<file path="src/rtl/parking_pkg.sv">
// Shared types and defaults for the parking lane gate controller.
package parking_pkg;

    typedef enum logic [2:0] {
        IDLE     = 3'd0,
        OPEN_IN  = 3'd1,
        PASS_IN  = 3'd2,
        OPEN_OUT = 3'd3,
        PASS_OUT = 3'd4,
        CLOSE    = 3'd5
    } state_t;

    typedef enum logic {
        ENTRY = 1'b0,
        EXIT  = 1'b1
    } dir_t;

    localparam int DEFAULT_CAPACITY = 3;

endpackage

</file>
<file path="src/rtl/lane_timer.sv">
// Loadable down-counter shared by the gate-open timeout and the post-close hold.
module lane_timer #(
    parameter int TMR_W = 4
) (
    input  logic             clock,
    input  logic             reset,
    input  logic             load,
    input  logic [TMR_W-1:0] load_val,
    input  logic             dec,
    output logic [TMR_W-1:0] value,
    output logic             zero
);

    always_ff @(posedge clock or negedge reset) begin
        if (!reset) begin
            value <= '0;
        end else if (load) begin
            value <= load_val;
        end else if (dec && (value != '0)) begin
            value <= value - TMR_W'(1);
        end
    end

    assign zero = (value == '0);

endmodule

</file>
<file path="src/rtl/lane_access_ctrl.sv">
// Single-lane bidirectional gate controller: round-robin entry/exit arbitration,
// open/pass/close sequencing with no-show timeout, and the occupancy count.
module lane_access_ctrl
    import parking_pkg::*;
#(
    parameter int CAPACITY    = DEFAULT_CAPACITY,
    parameter int TIMEOUT_CYC = 8,
    parameter int HOLD_CYC    = 2,
    parameter int TMR_W       = 4
) (
    input  logic       clock,
    input  logic       reset,
    input  logic       arrive,
    input  logic       depart,
    input  logic       beam,
    output logic       open_in,
    output logic       open_out,
    output logic [3:0] count,
    output logic       full,
    output logic       empty,
    output logic       busy,
    output logic       done_in,
    output logic       done_out,
    output logic       abort
);

    state_t           state, state_nx;
    dir_t             last_dir, last_dir_nx;
    logic             tmr_load, tmr_dec, tmr_zero, tmr_last;
    logic [TMR_W-1:0] tmr_val, tmr_value;
    logic             fin_in, fin_out, tmo;
    logic             fin_in_nx, fin_out_nx, tmo_nx;
    logic             ent_ok, ext_ok;
    logic [3:0]       cnt_nx;

    function automatic logic [3:0] sat_count(input logic [3:0] c, input logic inc,
                                             input logic dn);
        logic [3:0] r;
        r = c;
        if (inc && !dn && (c < 4'(CAPACITY))) r = c + 4'd1;
        else if (dn && !inc && (c != 4'd0))   r = c - 4'd1;
        return r;
    endfunction

    lane_timer #(.TMR_W(TMR_W)) u_timer (
        .clock    (clock),
        .reset    (reset),
        .load     (tmr_load),
        .load_val (tmr_val),
        .dec      (tmr_dec),
        .value    (tmr_value),
        .zero     (tmr_zero)
    );

    // Leave OPEN/CLOSE on the edge where the timer reaches zero, not one later.
    assign tmr_last = tmr_zero || (tmr_value == TMR_W'(1));
    assign ent_ok   = arrive & ~full;
    assign ext_ok   = depart & ~empty;
    assign cnt_nx   = sat_count(count, fin_in, fin_out);

    always_comb begin
        state_nx    = state;
        last_dir_nx = last_dir;
        tmr_load    = 1'b0;
        tmr_val     = TMR_W'(TIMEOUT_CYC);
        tmr_dec     = 1'b0;
        fin_in_nx   = 1'b0;
        fin_out_nx  = 1'b0;
        tmo_nx      = 1'b0;
        case (state)
            IDLE: begin
                if (ent_ok && ext_ok) begin
                    tmr_load = 1'b1;
                    if (last_dir == EXIT) begin
                        state_nx    = OPEN_IN;
                        last_dir_nx = ENTRY;
                    end else begin
                        state_nx    = OPEN_OUT;
                        last_dir_nx = EXIT;
                    end
                end else if (ent_ok) begin
                    tmr_load = 1'b1;
                    state_nx = OPEN_IN;
                end else if (ext_ok) begin
                    tmr_load = 1'b1;
                    state_nx = OPEN_OUT;
                end
            end
            OPEN_IN, OPEN_OUT: begin
                if (beam) begin
                    state_nx = (state == OPEN_IN) ? PASS_IN : PASS_OUT;
                end else if (tmr_last) begin
                    state_nx = CLOSE;
                    tmo_nx   = 1'b1;
                    tmr_load = 1'b1;
                    tmr_val  = TMR_W'(HOLD_CYC);
                end else begin
                    tmr_dec = 1'b1;
                end
            end
            PASS_IN, PASS_OUT: begin
                // No timeout here: a car standing in the beam keeps the gate open.
                if (!beam) begin
                    state_nx   = CLOSE;
                    fin_in_nx  = (state == PASS_IN);
                    fin_out_nx = (state == PASS_OUT);
                    tmr_load   = 1'b1;
                    tmr_val    = TMR_W'(HOLD_CYC);
                end
            end
            CLOSE: begin
                if (tmr_last) state_nx = IDLE;
                else          tmr_dec  = 1'b1;
            end
            default: state_nx = IDLE;
        endcase
    end

    // Outputs trail the state by one edge so count, done and gate close together.
    always_ff @(posedge clock or negedge reset) begin
        if (!reset) begin
            state    <= IDLE;
            last_dir <= EXIT;
            fin_in   <= 1'b0;
            fin_out  <= 1'b0;
            tmo      <= 1'b0;
            open_in  <= 1'b0;
            open_out <= 1'b0;
            count    <= 4'd0;
            full     <= 1'b0;
            empty    <= 1'b1;
            busy     <= 1'b0;
            done_in  <= 1'b0;
            done_out <= 1'b0;
            abort    <= 1'b0;
        end else begin
            state    <= state_nx;
            last_dir <= last_dir_nx;
            fin_in   <= fin_in_nx;
            fin_out  <= fin_out_nx;
            tmo      <= tmo_nx;
            open_in  <= (state == OPEN_IN)  || (state == PASS_IN);
            open_out <= (state == OPEN_OUT) || (state == PASS_OUT);
            count    <= cnt_nx;
            full     <= (cnt_nx == 4'(CAPACITY));
            empty    <= (cnt_nx == 4'd0);
            busy     <= (state != IDLE);
            done_in  <= fin_in;
            done_out <= fin_out;
            abort    <= tmo;
        end
    end

endmodule

</file>
<file path="config.mk">
export PLATFORM = sky130hd
export DESIGN_NAME = lane_access_ctrl
export DESIGN_NICKNAME = d
export VERILOG_FILES = /design/src/rtl/parking_pkg.sv /design/src/rtl/lane_timer.sv /design/src/rtl/lane_access_ctrl.sv
export SDC_FILE = /design/constraint.sdc
export NUM_CORES = 1
export LEC_CHECK = 0
export ABC_AREA = 1
export CAP_MARGIN = 20
export CELL_PAD_IN_SITES_DETAIL_PLACEMENT = 1
export CELL_PAD_IN_SITES_GLOBAL_PLACEMENT = 2
export CORE_UTILIZATION = 38
export DETAILED_ROUTE_END_ITERATION = 7
export DONT_BUFFER_PORTS = 1
export GPL_ROUTABILITY_DRIVEN = 0
export HOLD_SLACK_MARGIN = 0.1
export PLACE_DENSITY = 0.83
export SYNTH_ARGS = -nofsm -noshare
export SYNTH_HDL_FRONTEND = slang
export SYNTH_HIERARCHICAL = 1
export SYNTH_SLANG_ARGS = --single-unit
</file>
<file path="constraint.sdc">
create_clock -name clock -period 4.7 [get_ports clock]
set_clock_uncertainty 0.1 [all_clocks]
set_input_delay 1.175 -clock clock [delete_from_list [all_inputs] [get_ports clock]]
set_output_delay 1.175 -clock clock [all_outputs]
set_load 0.03 [all_outputs]
</file>
# After elaboration in Yosys (flattened, before gate mapping)
# Index checks and enable logic that the tools add are counted.
[totals] reg_bits=23 in_bits=5
[classes] n_addsub=3 magnitude_cmp=1 n_eq_ne=11 mux=34 bitwise=4 reduce_logical=22
[op_table] operator="$mux W4" n=7
[op_table] operator="$mux W3" n=8
[op_table] operator="$mux W1" n=14
[op_table] operator="$pmux W3 S4" n=1
[op_table] operator="$logic_not A4 Y1" n=2
[op_table] operator="$pmux W4 S2" n=1
[op_table] operator="$reduce_bool A4 Y1" n=2
[op_table] operator="$sub A4 B1 Y4 const B" n=2
[op_table] operator="$eq A3 B2 Y1 const B" n=2
[op_table] operator="$eq A3 B3 Y1 const B" n=2
[op_table] operator="$logic_and A1 B1 Y1" n=6
[op_table] operator="$add A4 B1 Y4 const B" n=1
[op_table] operator="$eq A4 B1 Y1 const B" n=1
[op_table] operator="$eq A4 B2 Y1 const B" n=1
[op_table] operator="$lt A4 B2 Y1 const B" n=1
[op_table] operator="$ne A2 B2 Y1 const B" n=2
[op_table] operator="$ne A4 B4 Y1 const B" n=1
[op_table] operator="$reduce_and A4 Y1" n=1
[op_table] operator="$reduce_or A2 Y1" n=2
[op_table] operator="$eq A3 B1 Y1 const B" n=1
[op_table] operator="$logic_not A3 Y1" n=1
[op_table] operator="$logic_or A1 B1 Y1" n=3
[op_table] operator="$ne A3 B3 Y1 const B" n=1
[op_table] operator="$pmux W1 S3" n=1
[op_table] operator="8 further kinds" n=11

# Longest topological paths before layout
[depth] word_depth=8 mapped_depth=15 mapped_depth_nobuf=15

# Hierarchy
# Netlist, hierarchy kept.
[modules_own_cells] module="lane_access_ctrl" instances=1 cells_per_inst=128 area_each_um2=1047.3 seq_area_each_um2=478.0
[modules_own_cells] module="lane_timer" instances=1 cells_per_inst=46 area_each_um2=295.3 seq_area_each_um2=100.1

# Least setup slack after synthesis
# No wires, ideal clock.
[synth_timing] path_kind="input-to-reg" start="in beam" end="reg u_timer.value[3]" setup_time_ns=0.116 arrival_time_ns=1.985 path_slack_ns=2.499 cell_stages=12 cell_sequence="inv_1 nand2_2 inv_1 nand2_1 nand2_1 inv_2 nand2_1 inv_2 nand3b_1 nand2_1 clkinv_1 nand2_1"
[synth_rtl] item="start: declaration" line="lane_access_ctrl.sv:15" text="input logic beam,"
[synth_rtl] item="$mux W4, on equally long branches" line="lane_access_ctrl.sv:103, lane_access_ctrl.sv:90"
[synth_rtl] item="$pmux W4 S2 *" line="lane_access_ctrl.sv:70" text="case (state)"
[synth_rtl] item="net tmr_val[3]" line="lane_access_ctrl.sv:30" text="logic [TMR_W-1:0] tmr_val, tmr_value;"
[synth_rtl] item="$mux W4 *" line="lane_timer.sv:17" text="end else if (load) begin"
[synth_rtl] item="end signal: assignment" line="lane_timer.sv:18" text="value <= load_val;"
[synth_rtl] item="end signal: assignment" line="lane_timer.sv:20" text="value <= value - TMR_W'(1);"
[synth_rtl] item="end: declaration" line="lane_timer.sv:10" text="output logic [TMR_W-1:0] value,"
# Mark *: on every way through the listed nets, which the timed path passes. The rest lies on a longest branch.
# A chain may end at the register's enable or synchronous reset.

# Final worst setup path
[layout_timing] start="reg empty" end="out empty"
[layout_rtl] item="start: declaration" line="lane_access_ctrl.sv:20" text="output logic empty,"
[layout_rtl] item="start signal: assignment" line="lane_access_ctrl.sv:146" text="empty <= (cnt_nx == 4'd0);"
# No word-level cell between the ends.

==> results.json <==
{
  "dieArea_mm2": 0.00377,
  "yosys_register_bits": 23,
  "post-route-cell-area_mm2": 0.00142,
  "diodes": 0,
  "area_growth_pct": 5.41,
  "die_h_um": 61.4,
  "io_buffers": 0,
  "seq_area_frac_synth_pct": 43.1,
  "cts_made_buffers": 3,
  "grt_max_degree": 24,
  "syn_inst": 174,
  "crit_fanout": 2,
  "pwr-share-comb_pct": 48.5,
  "intPower_mw": 0.505,
  "wl_met2_mm": 1.43,
  "period_share_pct": 48.0,
  "grtUsageTotal_pct": 17.9,
  "setup-tns-final_ns": 0,
  "seqPwrFrac_pct": 42.2,
  "hp-class": "reg2reg",
  "setup-violations-final": 0,
  "synthDominantCellAreaShare_pct": 39.1,
  "antenna_found_initial": 0,
  "grt_overflow": 0,
  "wl_per_cell_um": 12.3,
  "irDropWorstVdd_uv": 279,
  "critPathLaunchType": "register",
  "yosysWarnings": 6,
  "switching_share_pct": 53.3,
  "drc_errors": 0,
  "ant_nets": 0,
  "cts_resized": 0,
  "cts.sinks": 23,
  "reg2regPathDepth": 15,
  "power_leakage_nw": 0.788,
  "grt_first_pass_wirelength_mm": 4.84,
  "wl_met1_mm": 1.19,
  "run_status": "finished, final reports clean",
  "rows": 21,
  "place_area_mm2": 0.00139,
  "cts_buffer_depth": 2,
  "cp.required_ns": 3.42,
  "rsz0062_at_grt": "no",
  "drt-pass1-iter-count": 2,
  "ys_top_cells_by_area": "dfrtp_1, nand2_1, inv_1, nand3_1, dfstp_2",
  "routed-via-count": 1067,
  "nFillCells": 439,
  "cts.hold.buffers_added": 0,
  "nNetsFinal": 187,
  "crit_arrival_ns": 0.98,
  "cts_tree": "yes",
  "cp-end-kind": "primary output",
  "start_util_pct": 39.9,
  "criticalPathCategory": "reg2out",
  "avgSynthCellArea_um2": 7.72,
  "route.met3.wl_um": 88,
  "die_width_um": 61.4,
  "p_clk_share_pct": 9.3,
  "syn_area_mm2": 0.00134,
  "dr.first_iter.drc_count": 20,
  "path_clk_slew_ns": 0.15,
  "ctsRootBufferMaster": "clkbuf_4",
  "final_max_slew_viol_count": 0,
  "via_per_inst": 4.78,
  "totalWireLength_mm": 2.73,
  "fmax_ghz": 0.443,
  "synth_area_leader_cell": "dfrtp_1",
  "grt_pass1_vias": 1122,
  "htreeDepth": 1,
  "whs_path_depth": 0,
  "maxUsedRoutingLayer": "met4",
  "core-area_mm2": 0.00336,
  "p_switching_mw": 0.576,
  "drive_gt1_share_pct": 18.1,
  "period_needed_ns": 2.26,
  "hpwl_mm": 2.19,
  "cts_setup_buffers": 0,
  "worst-path-stages": 0,
  "insertion_delay_ns": 0.32,
  "powerDensity_mw_per_mm2": 764,
  "largestRegisters": "count (4), u_timer/value (4), state (3)",
  "netlist-cell-type-count": 26,
  "io_pins": 17,
  "hold_violations": 0,
  "drv_cap": 0
}
-- area by class of cell --
type / count / area (um2) / area share, %
multi-input cells: 119 / 633 / 44.7
clock buffers: 3 / 22.5 / 1.59
inverters: 31 / 116 / 8.22
well taps: 46 / 57.6 / 4.07
flip-flops and latches: 23 / 578 / 40.8
clock inverters: 1 / 7.51 / 0.531
-- layout by cell type, fill, tap and decap left out, drive strengths merged, types with 4 or more instances in the layout --
master and count:
dfrtp 21, ha 4, inv 30, nand2 64, nand3 17, nand3b 4
nand4 4, nor2 16
-- synth_stat cells (all sizes together) --
cell type and instances:
buf 2, nor3 3, nand4 4, xor2 1, nand2 64, a21oi 1, nor2 16, nand3b 4
nand3 17, inv 30, conb 1, dfrtp 21, clkinv 1, ha 4, o21ai 3, dfstp 2
-- worst paths after layout --
kind / start / to / slack [ns]
max reg2reg: u_timer/value[0]$_DFFE_PN0P_ / u_timer/value[3]$_DFFE_PN0P_ / 2.66
min reg2reg: tmo$_DFF_PN0_ / abort$_DFF_PN0_ / 0.27
max: empty$_DFF_PN1_ / empty / 2.44
min in group asynchronous: reset / state[0]$_DFFE_PN0P_ / 0.42
min: tmo$_DFF_PN0_ / abort$_DFF_PN0_ / 0.27
max in group asynchronous: reset / empty$_DFF_PN1_ / 3.91
-- worst reg2reg max path, cell delays in order, from the launching register on --
cell	delay (ns)
dfrtp_1	0.42
inv_1	0.09
ha_1	0.24
nand2_2	0.11
inv_1	0.05
inv_1	0.10
nand2_1	0.07
nand2_1	0.09
nand2_1	0.08
inv_2	0.07
nand2_1	0.16
inv_2	0.16
nand3b_1	0.09
nand2_1	0.07
clkinv_1	0.05
nand2_1	0.05
-- per-stage QoR --
stage	utilization, %	power, mW	instances	setup WS, ns	hold slack, ns
finish	42.1	1.08	223	2.44	0.267
global route	42.1	1.20	223	2.41	0.285
CTS	42.1	1.10	223	2.42	0.271
detailed placement	41.2	0.997	219	2.35	0.238
global placement	41.2	0.972	219	2.38	0.234
floorplan	-	0.888	175	2.50	0.231
-- layer usage --
layer,up-vias,global-route usage [%]
met2,9,33.1
li1,538,-
met3,2,2.52
met1,518,20.5
met4,0,7.62
met5,-,0
-- power by group through the flow --
stage                     Sequential, mW  Clock, mW  Combinational [mW]
after floorplan                    0.424          0               0.464
after global placement             0.459          0               0.513
after detailed placement           0.463          0               0.534
after CTS                          0.458      0.107               0.536
after global routing               0.471      0.112               0.621
final                              0.456      0.101               0.524
-- cells by family (layout without fill, tap and decap cells) --
logic type	Yosys count	in the layout	synth area share, %
flops	23	23	43.1
fa+ha+maj	4	4	3.73
xor+xnor	1	1	0.652
simple gates	108	108	40.7
buf+inv	33	35	10.1
compound gates	4	4	1.49
other cells	1	2	0.279
Power figures use the tool's default switching activity.
